[config.mk]
export PLATFORM = sky130hd
export DESIGN_NAME = reg_bank_writer
export DESIGN_NICKNAME = d
export VERILOG_FILES = /design/src/rtl/reg_bank_writer.sv
export SDC_FILE = /design/constraint.sdc
export NUM_CORES = 1
export LEC_CHECK = 0
export CORE_MARGIN = 4
export CORE_UTILIZATION = 45
export DETAILED_ROUTE_END_ITERATION = 8
export DONT_BUFFER_PORTS = 1
export PLACE_DENSITY_LB_ADDON = 0.15
export SKIP_LAST_GASP = 1
export SYNTH_ARGS = -nofsm -noshare
export SYNTH_HDL_FRONTEND = slang
export SYNTH_SLANG_ARGS = --single-unit
[constraint.sdc]
create_clock -name clk -period 7.85 [get_ports clk]
set_input_delay 2.355 -clock clk [delete_from_list [all_inputs] [get_ports clk]]
set_output_delay 2.355 -clock clk [all_outputs]
set_load 0.02 [all_outputs]
[src/rtl/reg_bank_writer.sv]
// Eight-entry register bank fed through an in-order write queue, with hold stall and bad-index flag.
// Define REG_BANK_WRITER_FWD_EN to let rd_data forward the youngest matching queued write.
module reg_bank_writer #(
   parameter int unsigned WIDTH = 16,
   parameter int unsigned DEPTH = 2
) (
   input  logic                     clk,
   input  logic                     rst_n,
   input  logic                     wr_valid,
   output logic                     wr_ready,
   input  logic [3:0]               wr_sel,
   input  logic [WIDTH-1:0]         wr_data,
   input  logic                     hold,
   input  logic [3:0]               rd_sel,
   output logic [WIDTH-1:0]         rd_data,
   output logic [WIDTH-1:0]         r0,
   output logic [WIDTH-1:0]         r1,
   output logic [WIDTH-1:0]         r2,
   output logic [WIDTH-1:0]         r3,
   output logic [WIDTH-1:0]         r4,
   output logic [WIDTH-1:0]         r5,
   output logic [WIDTH-1:0]         r6,
   output logic [WIDTH-1:0]         r7,
   output logic [$clog2(DEPTH):0]   pend_count,
   output logic                     sel_err
);

   localparam int unsigned AW = $clog2(DEPTH);
   localparam int unsigned CW = AW + 1;
   localparam logic [CW-1:0] DepthC = CW'(DEPTH);

   logic [WIDTH-1:0] r_bank   [8];
   logic [3:0]       r_q_sel  [DEPTH];
   logic [WIDTH-1:0] r_q_data [DEPTH];
   logic [AW-1:0]    r_wr_ptr;
   logic [AW-1:0]    r_rd_ptr;
   logic [CW-1:0]    r_count;
   logic             r_sel_err;

   logic             w_push;
   logic             w_pop;
   logic [3:0]       w_head_sel;
   logic [WIDTH-1:0] w_head_data;
   logic [WIDTH-1:0] w_rd_data;

   assign wr_ready    = (r_count < DepthC);
   assign w_push      = wr_valid && wr_ready;
   assign w_pop       = !hold && (r_count != '0);
   assign w_head_sel  = r_q_sel[r_rd_ptr];
   assign w_head_data = r_q_data[r_rd_ptr];

   always_ff @(posedge clk or negedge rst_n) begin
      if (!rst_n) begin
         r_wr_ptr  <= '0;
         r_rd_ptr  <= '0;
         r_count   <= '0;
         r_sel_err <= 1'b0;
         for (int i = 0; i < 8; i++) r_bank[i] <= '0;
      end else begin
         if (w_push) r_wr_ptr <= r_wr_ptr + AW'(1);
         if (w_pop)  r_rd_ptr <= r_rd_ptr + AW'(1);
         case ({w_push, w_pop})
            2'b10:   r_count <= r_count + CW'(1);
            2'b01:   r_count <= r_count - CW'(1);
            default: r_count <= r_count;
         endcase
         r_sel_err <= w_pop && w_head_sel[3];
         if (w_pop && !w_head_sel[3]) r_bank[w_head_sel[2:0]] <= w_head_data;
      end
   end

   // Queue payload needs no reset: entries are only read when counted as valid.
   always_ff @(posedge clk) begin
      if (w_push) begin
         r_q_sel[r_wr_ptr]  <= wr_sel;
         r_q_data[r_wr_ptr] <= wr_data;
      end
   end

`ifdef REG_BANK_WRITER_FWD_EN
   logic [AW-1:0] w_fwd_idx;

   // Walk oldest to youngest so the last match (youngest) wins.
   always_comb begin
      w_rd_data = '0;
      w_fwd_idx = '0;
      if (!rd_sel[3]) begin
         w_rd_data = r_bank[rd_sel[2:0]];
         for (int i = 0; i < DEPTH; i++) begin
            w_fwd_idx = r_rd_ptr + AW'(i);
            if ((CW'(i) < r_count) && (r_q_sel[w_fwd_idx] == rd_sel)) begin
               w_rd_data = r_q_data[w_fwd_idx];
            end
         end
      end
   end
`else
   always_comb begin
      w_rd_data = '0;
      if (!rd_sel[3]) w_rd_data = r_bank[rd_sel[2:0]];
   end
`endif

   assign rd_data    = w_rd_data;
   assign pend_count = r_count;
   assign sel_err    = r_sel_err;
   assign r0         = r_bank[0];
   assign r1         = r_bank[1];
   assign r2         = r_bank[2];
   assign r3         = r_bank[3];
   assign r4         = r_bank[4];
   assign r5         = r_bank[5];
   assign r6         = r_bank[6];
   assign r7         = r_bank[7];

endmodule

==> run_results.csv, run 1 <==
group,metric,value,unit
detailed_routing,vias,3982,
detailed_routing,ant_nets,0,
sta,rsz0062_at_grt,"false",
synthesis,synth_nets,467,
final_layout,fin_area,8540,um2
detailed_routing,wl_met1,7.74,mm
final_layout,syn2layout_area_growth,10.6,%
final_layout,final_cells,676,
worst_setup_path,critPathSlowestCell,"mux4_2",
synthesis,ys_seq_area_share,58.7,%
clock_network,cts.sinks,173,
grt,grt_pass1_wl,28.8,mm
min_path,whs_path_depth,1,
grt,overflow,0,
power_and_ir_drop,power_density,455,nW/um2
detailed_routing,drt_iter0_markers,165,
synthesis,synth.mux.area_fraction,33.3,%
min_path,min_to,"r_wr_ptr",
final_layout,seq_area,4530,um2
worst_setup_path,start_kind,"input port",
sta,holdWs,557,ps
clock_network,post_cts_resized,0,
grt,grt_use_total,20.0,%
die,coreArea,16700,um2
synthesis,syn-cell-area,7720,um2
final_layout,n_antenna_cell,0,
clock_network,h-tree-depth,4,
die,dieArea,19300,um2
grt,antenna_found_initial,0,
final_layout,fin_nets,472,
worst_setup_path,crit_chain,"mux4_2 -> mux2i_1 -> nor2_1",
synthesis,yosys_warnings,0,
sta,hold_violations,0,
job,drv_cap,0,
detailed_routing,drtPass1Iterations,4,
die,rows,47,
synthesis,yosysUniqueCellTypes,25,
place,portBuffers,0,
sta,fmaxAchievable,176,MHz
clock_network,cts_hold_buf,0,
synthesis,synth_cells,438,
grt,grt_max_degree,134,
grt,first_global_vias,4342,
clock_network,post_cts_buffers,0,
sta,worstMarginPinSlew,1050,ps
synthesis,synth_top_area_share,43.1,%
clock_network,cts_made_buffers,17,
clock_network,clk_pin_slew,60,ps
place,place_congestion,0.749,
detailed_routing,wl_met3,1.60,mm
synthesis,synth-compound-area-share,2.95,%
clock_network,clock_path_buffers,2,
min_path,hp-start,"r_wr_ptr",
detailed_routing,detail_route.wl_per_cell,28.0,um
worst_setup_path,critPathArrivalTime,3340,ps
synthesis,ys_seq_elements,173,
die,initial_core_util,46.2,%
final_layout,layout-drive-gt1-share,50.4,%
die,ios,176,
sta,finalSetupViolations,0,
power_and_ir_drop,ir_drop,0.248,mV
detailed_routing,viasPerCell,5.89,
min_path,worstHoldPathType,"flip-flop to flip-flop",
synthesis,synth.avg_cell_area,17.6,um2
synthesis,synth_top_family_by_area,"multiplexers",
worst_setup_path,path_buf_inv,0,
worst_setup_path,crit_family,"multiplexers",
sta,layout_min_cycle_time,5700,ps
die,die_h,139,um
worst_setup_path,reg2regPathDepth,5,
sta,finalSetupTns,0,ps
die,die_width,139,um
final_layout,final_util,51.1,%
sta,post-route-period-util,72.6,%
place,placed_area,7910,um2
power_and_ir_drop,leakage,3.41,nW
synthesis,synth_xor_area_share,0.567,%
clock_network,root_buffer,"clkbuf_16",
synthesis,synthSimpleGateAreaFrac,1.99,%
sta,max_slew_margin,30.0,%
worst_setup_path,max_stage_delay,480,ps
clock_network,cts_tree,"yes",
worst_setup_path,crit_type,"input port to primary output",
worst_setup_path,end_kind,"primary output",
clock_network,clk_latency,420,ps
sta,slew_violations,0,
worst_setup_path,cp.required,5500,ps
worst_setup_path,timing.rr.end,"r5[10]",
detailed_routing,dr.max_layer_used,"met4",
sta,skew,6.39,ps
final_layout,multiInputGateArea,3020,um2
synthesis,synth.area.top_cells,"dfrtp_1 43%, mux2_2 20%, edfxtp_1 16%, mux4_2 9.3%, a2111oi_4 2.9%",
worst_setup_path,r2r-start,"r_rd_ptr",
place,dp_hpwl,12.2,mm
detailed_routing,drt_wl_total,18.9,mm
status,status,"finished, final reports clean",
synthesis,synthAdderAreaFrac,0.162,%
worst_setup_path,reg2reg_setup_slack,4500,ps
detailed_routing,wl_met2,9.37,mm
detailed_routing,drc,0,
worst_setup_path,crit_path_max_fanout,32,
final_layout,fillCellCount,1425,
synthesis,synth_top_area_cell,"dfrtp_1",
place,numPlacedInstances,644,
[sequential cells by signal (all words and copies together), names as in the netlist]
register	cells
pend_count	2
r0	16
r1	16
r2	16
r3	16
r4	16
r5	16
r6	16
r7	16
r_q_data	32
r_q_sel	8
r_rd_ptr	1
r_wr_ptr	1
sel_err	1
[per-layer routing]
metal / global-route usage (%) / vias up
met3: 8.93 / 16
li1: - / 1674
met5: 0 / -
met2: 32.5 / 133
met4: 4.99 / 0
met1: 24.8 / 2159
[cells in the final DEF, fill, tap and decap left out, types with 2 or more instances in the layout]
| cell | n |
|---|---|
| nor2_1 | 17 |
| edfxtp_1 | 40 |
| mux4_2 | 32 |
| bufinv_16 | 3 |
| clkinv_4 | 2 |
| mux2_2 | 134 |
| mux2_4 | 10 |
| clkinvlp_4 | 5 |
| clkbuf_16 | 18 |
| xnor2_1 | 5 |
| mux2i_1 | 17 |
| a2111oi_4 | 8 |
| nand3b_1 | 3 |
| dfrtp_1 | 133 |
| buf_4 | 10 |
| mux2_1 | 2 |
| or3b_4 | 2 |
| inv_1 | 2 |
[worst register-to-register path, cell delays in order, from the launching register on]
cell,delay (ps)
dfrtp_1,740
buf_4,370
mux2_2,540
a2111oi_4,850
buf_4,370
mux2_2,360
[cell families (layout without fill, tap and decap cells)]
kind of cell | after synthesis | after routing
flip-flops | 173 | 173
buffers and inverters | 26 | 44
AO/OA/AOI/OAI | 9 | 9
XOR/XNOR | 5 | 5
multiplexers | 195 | 195
adder cells (fa/ha/maj) | 1 | 1
AND/OR/NAND/NOR | 29 | 29
[through the flow]
stage	setup WS, ps	total power [mW]
finish	2150	3.89
global route	2130	4.08
CTS	2130	3.93
detailed placement	2130	3.04
global placement	2110	3.00
floorplan	1850	2.76
[worst max path at each step]
stage / from / endpoint / slack, ps / cells past startpoint
4_1_cts: rd_sel[0] / rd_data[5] / 2130 / 3
3_5_place_dp: rd_sel[0] / rd_data[5] / 2130 / 3
2_1_floorplan: rd_sel[0] / rd_data[0] / 1850 / 5
3_3_place_gp: rd_sel[0] / rd_data[5] / 2110 / 3
6_report: rd_sel[0] / rd_data[5] / 2150 / 3
5_1_grt: rd_sel[0] / rd_data[5] / 2130 / 3
[synthesized netlist by cell type]
| library cell | n |
|---|---|
| mux2_2 | 134 |
| dfrtp_1 | 133 |
| edfxtp_1 | 40 |
| mux4_2 | 32 |
| nor2_1 | 18 |
| mux2i_1 | 17 |
| buf_6 | 10 |
| mux2_4 | 10 |
| a2111oi_4 | 8 |
| clkbuf_1 | 7 |
| buf_2 | 5 |
| xnor2_1 | 5 |
| nand3b_1 | 3 |
| buf_1 | 2 |
| inv_1 | 2 |
| mux2_1 | 2 |
| or3b_4 | 2 |
| and3_1 | 1 |
| ha_1 | 1 |
| nand2_1 | 1 |
| nand3_1 | 1 |
| nor2b_1 | 1 |
| o21bai_1 | 1 |
| or3_4 | 1 |
| or3b_1 | 1 |
[cell type report]
class	instances	share of cell area, %
flip-flops and latches	173	53.1
multi-input cells	239	35.4
clock buffers	19	5.44
well taps	220	3.22
clock inverters	13	1.91
repair buffers	10	0.880
inverters	2	0.0880
[report_power, final]
group,leakage (nW),internal [mW],switching (mW)
registers,2.02,1.30,0.804
clock network,0.290,0.528,0.349
logic,1.09,0.522,0.380
Power figures use the tool's default switching activity.
==> run 2, diff against run 1 <==
Clock period 7.85 ns to 5.7 ns, I/O delays scaled along.
==> run_results.csv, run 2 (synthesis results as in run 1) <==
group,metric,value,unit
status,status,"finished, final reports clean",
worst_setup_path,crit_chain,"mux4_2 -> mux2i_1 -> nor2_1",
worst_setup_path,crit_type,"input port to primary output",
grt,top_usage_layer,"met2",
clock_network,clk_pin_slew,60,ps
detailed_routing,drc,0,
detailed_routing,detail_route.wl_per_cell,28.1,um
grt,grt_pass1_wl,28.9,mm
detailed_routing,ant_nets,0,
die,die_width,139,um
place,portBuffers,0,
detailed_routing,vias,4027,
final_layout,final_cell_mix,"134 x mux2_2, 133 x dfrtp_1, 40 x edfxtp_1",
power_and_ir_drop,finalPower,5.34,mW
detailed_routing,drt_wl_total,19.0,mm
grt,grt_max_degree,134,
clock_network,post_cts_buffers,0,
clock_network,cts.sinks,173,
sta,post-route-period-util,77.0,%
sta,rsz0062_at_grt,"false",
clock_network,cts_hold_buf,0,
die,coreArea,16700,um2
sta,finalSetupViolations,0,
grt,antenna_found_initial,0,
grt,grtUsageMet1,24.8,%
place,dp_hpwl,12.2,mm
power_and_ir_drop,power_density,626,nW/um2
grt,grt_use_total,20.1,%
place,place_congestion,0.749,
final_layout,final_common_cell,"mux2_2",
die,rows,47,
clock_network,cts_tree,"yes",
final_layout,regMostFlops,"r_q_data",
worst_setup_path,critPathArrivalTime,2680,ps
final_layout,fin_area,8530,um2
grt,first_global_vias,4275,
min_path,worstHoldPathType,"flip-flop to flip-flop",
clock_network,cts_made_buffers,17,
worst_setup_path,cp.required,3990,ps
die,die_h,139,um
sta,hold_violations,0,
sta,max_slew_margin,29.8,%
clock_network,post_cts_resized,0,
sta,slew_violations,0,
sta,fmaxAchievable,228,MHz
worst_setup_path,max_stage_delay,480,ps
final_layout,final_util,51.1,%
worst_setup_path,path_buf_inv,0,
clock_network,clock_path_buffers,2,
final_layout,syn2layout_area_growth,10.5,%
final_layout,largest_reg_flops,32,
sta,worstMarginPinSlew,1050,ps
detailed_routing,viasPerCell,5.96,
sta,layout_min_cycle_time,4390,ps
grt,overflow,0,
worst_setup_path,crit_family,"multiplexers",
power_and_ir_drop,ir_drop,0.332,mV
die,initial_core_util,46.2,%
sta,finalSetupTns,0,ps
final_layout,layout-drive-gt1-share,50.0,%
worst_setup_path,start_kind,"input port",
clock_network,root_buffer,"clkbuf_16",
job,drv_cap,0,
power_and_ir_drop,leakage,3.42,nW
die,dieArea,19300,um2
worst_setup_path,end_kind,"primary output",
worst_setup_path,critPathSlowestCell,"mux4_2",
detailed_routing,drtPass1Iterations,5,
final_layout,fin_nets,472,
place,placed_area,7910,um2
grt,met3_usage,8.10,%
final_layout,n_antenna_cell,0,
worst_setup_path,crit_path_max_fanout,32,
die,ios,176,
clock_network,h-tree-depth,4,
clock_network,clk_latency,420,ps
grt,met2_usage,32.7,%
sta,skew,8.55,ps
detailed_routing,drt_iter0_markers,161,
## run 2: cell count changes in the layout (fill, tap and decap cells not counted)
cell	delta
bufinv_16	-2
clkbuf_1	+3
clkbuf_16	+3
clkinv_1	-1
clkinv_2	+1
clkinv_4	-1
clkinvlp_4	-4
inv_4	+2
inv_6	-1
## run 2: layout make-up
| type | instances | area, um2 |
|---|---|---|
| clock inverters | 7 | 68.8 |
| multi-input cells | 239 | 3020 |
| clock buffers | 25 | 551 |
| inverters | 2 | 7.51 |
| fillers | 1440 | 8170 |
| flip-flops and latches | 173 | 4530 |
| repair buffers | 10 | 75.1 |
| well taps | 220 | 275 |
## run 2: worst register-to-register path, stage by stage, from the launching register on
cell	delay [ps]
dfrtp_1	750
buf_4	370
mux2_2	540
a2111oi_4	870
buf_4	370
mux2_2	360
## run 2: path summary, 6_finish.rpt
check / from / endpoint / slack [ps] / depth (start not counted)
worst max register to register: r_rd_ptr / r5[12] / 2320 / 5
min in group asynchronous: rst_n / r5[3] / 980 / 0
worst max-delay path: rd_sel[0] / rd_data[5] / 1310 / 3
max in group asynchronous: rst_n / r1[9] / 4490 / 0
worst min register to register: r_wr_ptr / r_wr_ptr / 560 / 1
worst min-delay path: r_wr_ptr / r_wr_ptr / 560 / 1
## run 2: stage by stage
step	std cells	hold WS, ps	worst slack, ps
3_3_place_gp	644	534	1250
6_report	676	556	1310
4_1_cts	676	555	1270
3_5_place_dp	644	546	1270
5_1_grt	676	616	1270
2_1_floorplan	438	461	995
## run 2: routing by layer
| layer | wire length [um] | vias to the layer above |
|---|---|---|
| met5 | 0 | - |
| met4 | 255 | 0 |
| met3 | 1620 | 19 |
| met2 | 9350 | 138 |
| met1 | 7790 | 2195 |
| li1 | - | 1675 |
## run 2: report_power, final
group | leakage [nW] | internal, mW | switching, mW | total, mW
registers | 2.02 | 1.79 | 1.11 | 2.90
logic | 1.09 | 0.719 | 0.523 | 1.24
clock network | 0.305 | 0.719 | 0.474 | 1.19
==> run 3, diff against run 2 <==
Clock period 5.7 ns to 3.9 ns, I/O delays scaled along.
==> run_results.csv, run 3 (synthesis results as in run 1) <==
group,metric,value,unit
status,status,"finished, final reports clean",
final_layout,final_common_cell,"mux2_2",
die,die_width,139,um
detailed_routing,ant_nets,0,
final_layout,multiInputGateArea,3020,um2
grt,grt_max_degree,134,
worst_setup_path,max_stage_delay,470,ps
sta,layout_min_cycle_time,3180,ps
detailed_routing,drt_wl_total,19.1,mm
worst_setup_path,crit_family,"multiplexers",
sta,worstMarginPinSlew,1090,ps
final_layout,largest_reg_flops,32,
grt,antenna_found_initial,1,
sta,holdWs,440,ps
clock_network,root_buffer,"clkbuf_16",
die,initial_core_util,46.2,%
final_layout,n_antenna_cell,0,
sta,skew,17.8,ps
sta,post-route-period-util,81.5,%
die,rows,47,
die,ios,176,
sta,finalSetupViolations,0,
worst_setup_path,reg2reg_setup_slack,870,ps
grt,first_global_vias,4345,
worst_setup_path,critPathArrivalTime,2010,ps
sta,finalSetupTns,0,ps
detailed_routing,drt_iter0_markers,140,
worst_setup_path,reg2regPathDepth,4,
sta,max_slew_margin,27.3,%
worst_setup_path,crit_path_max_fanout,32,
final_layout,seq_area,4530,um2
final_layout,final_cell_mix,"134 x mux2_2, 133 x dfrtp_1, 40 x edfxtp_1",
worst_setup_path,crit_type,"input port to primary output",
grt,grt_use_total,20.1,%
sta,slew_violations,0,
clock_network,cts_hold_buf,0,
place,placed_area,7960,um2
final_layout,layout-drive-gt1-share,50.2,%
detailed_routing,detail_route.wl_per_cell,28.0,um
power_and_ir_drop,leakage,3.43,nW
worst_setup_path,end_kind,"primary output",
grt,grt_pass1_wl,28.8,mm
worst_setup_path,timing.rr.end,"r2[14]",
detailed_routing,viasPerCell,5.78,
final_layout,fillCellCount,1391,
final_layout,fin_area,8540,um2
job,drv_cap,0,
worst_setup_path,crit_chain,"mux4_2 -> mux2i_1 -> nor2_1 -> buf_4",
detailed_routing,drtPass1Iterations,4,
sta,rsz0062_at_grt,"false",
place,place_congestion,0.796,
die,dieArea,19300,um2
power_and_ir_drop,ir_drop,0.430,mV
clock_network,post_cts_buffers,0,
final_layout,regMostFlops,"r_q_data",
place,preCtsSetupSlack,617,ps
worst_setup_path,cp.required,2730,ps
clock_network,post_cts_resized,0,
final_layout,fin_nets,476,
final_layout,syn2layout_area_growth,10.6,%
place,portBuffers,0,
sta,fmaxAchievable,314,MHz
clock_network,clk_pin_slew,60,ps
clock_network,cts.sinks,173,
grt,overflow,0,
sta,timing.final.ws_setup,720,ps
clock_network,clock_path_buffers,2,
worst_setup_path,r2r-start,"r_rd_ptr",
worst_setup_path,critPathSlowestCell,"mux4_2",
detailed_routing,vias,3929,
detailed_routing,drc,0,
power_and_ir_drop,power_density,899,nW/um2
clock_network,cts_tree,"yes",
worst_setup_path,start_kind,"input port",
die,die_h,139,um
clock_network,clk_latency,420,ps
worst_setup_path,path_buf_inv,1,
clock_network,h-tree-depth,4,
place,numPlacedInstances,648,
clock_network,cts_made_buffers,17,
place,dp_hpwl,12.4,mm
final_layout,final_cells,680,
min_path,worstHoldPathType,"input port to asynchronous set/reset pin",
sta,hold_violations,0,
die,coreArea,16700,um2
==> run 3: cell types whose count changed in the layout (fill, tap and decap cells not counted), sizes merged <==
| cell | change |
|---|---|
| buf | +4 |
| bufinv | -1 |
| clkbuf | +2 |
| inv | -2 |
| clkinv | +1 |
==> run 3: per-layer routing <==
metal  vias to the layer above  share of wire, %  global-route usage (%)
met1                      2086                41                    25.0
li1                       1686                 -                       -
met3                        20               8.5                    8.38
met5                         -             0.068                       0
met4                         2               1.3                    6.18
met2                       135                49                    32.2
==> run 3: power by group <==
group,leakage (nW),internal (mW),switching [mW],total (mW)
logic,1.12,1.06,0.750,1.81
clock network,0.283,0.956,0.659,1.62
registers,2.02,2.62,1.63,4.25
total,3.43,4.64,3.04,7.68
==> run 3: final cells by class <==
type | instances | share of cell area [%]
inverter | 2 | 0.0879
tap | 220 | 3.22
sequential | 173 | 53.1
timing repair buffer | 14 | 1.52
multi-input combinational | 239 | 35.4
clock buffer | 27 | 6.39
clock inverter | 5 | 0.322
==> run 3: per-stage QoR <==
step | power (mW) | utilization [%]
4_1_cts | 7.77 | 51.1
6_report | 7.68 | 51.1
5_1_grt | 8.06 | 51.1
2_1_floorplan | 5.56 | -
3_3_place_gp | 6.04 | 47.7
3_5_place_dp | 6.14 | 47.7
==> run 3: worst max path at each step <==
stage / from / endpoint / depth (start not counted)
after floorplan: rd_sel[0] / rd_data[0] / 5
after CTS: rd_sel[0] / rd_data[5] / 4
after detailed placement: hold / r2[13] / 4
after global routing: rd_sel[0] / rd_data[5] / 4
final: rd_sel[0] / rd_data[5] / 4
after global placement: hold / r2[12] / 4
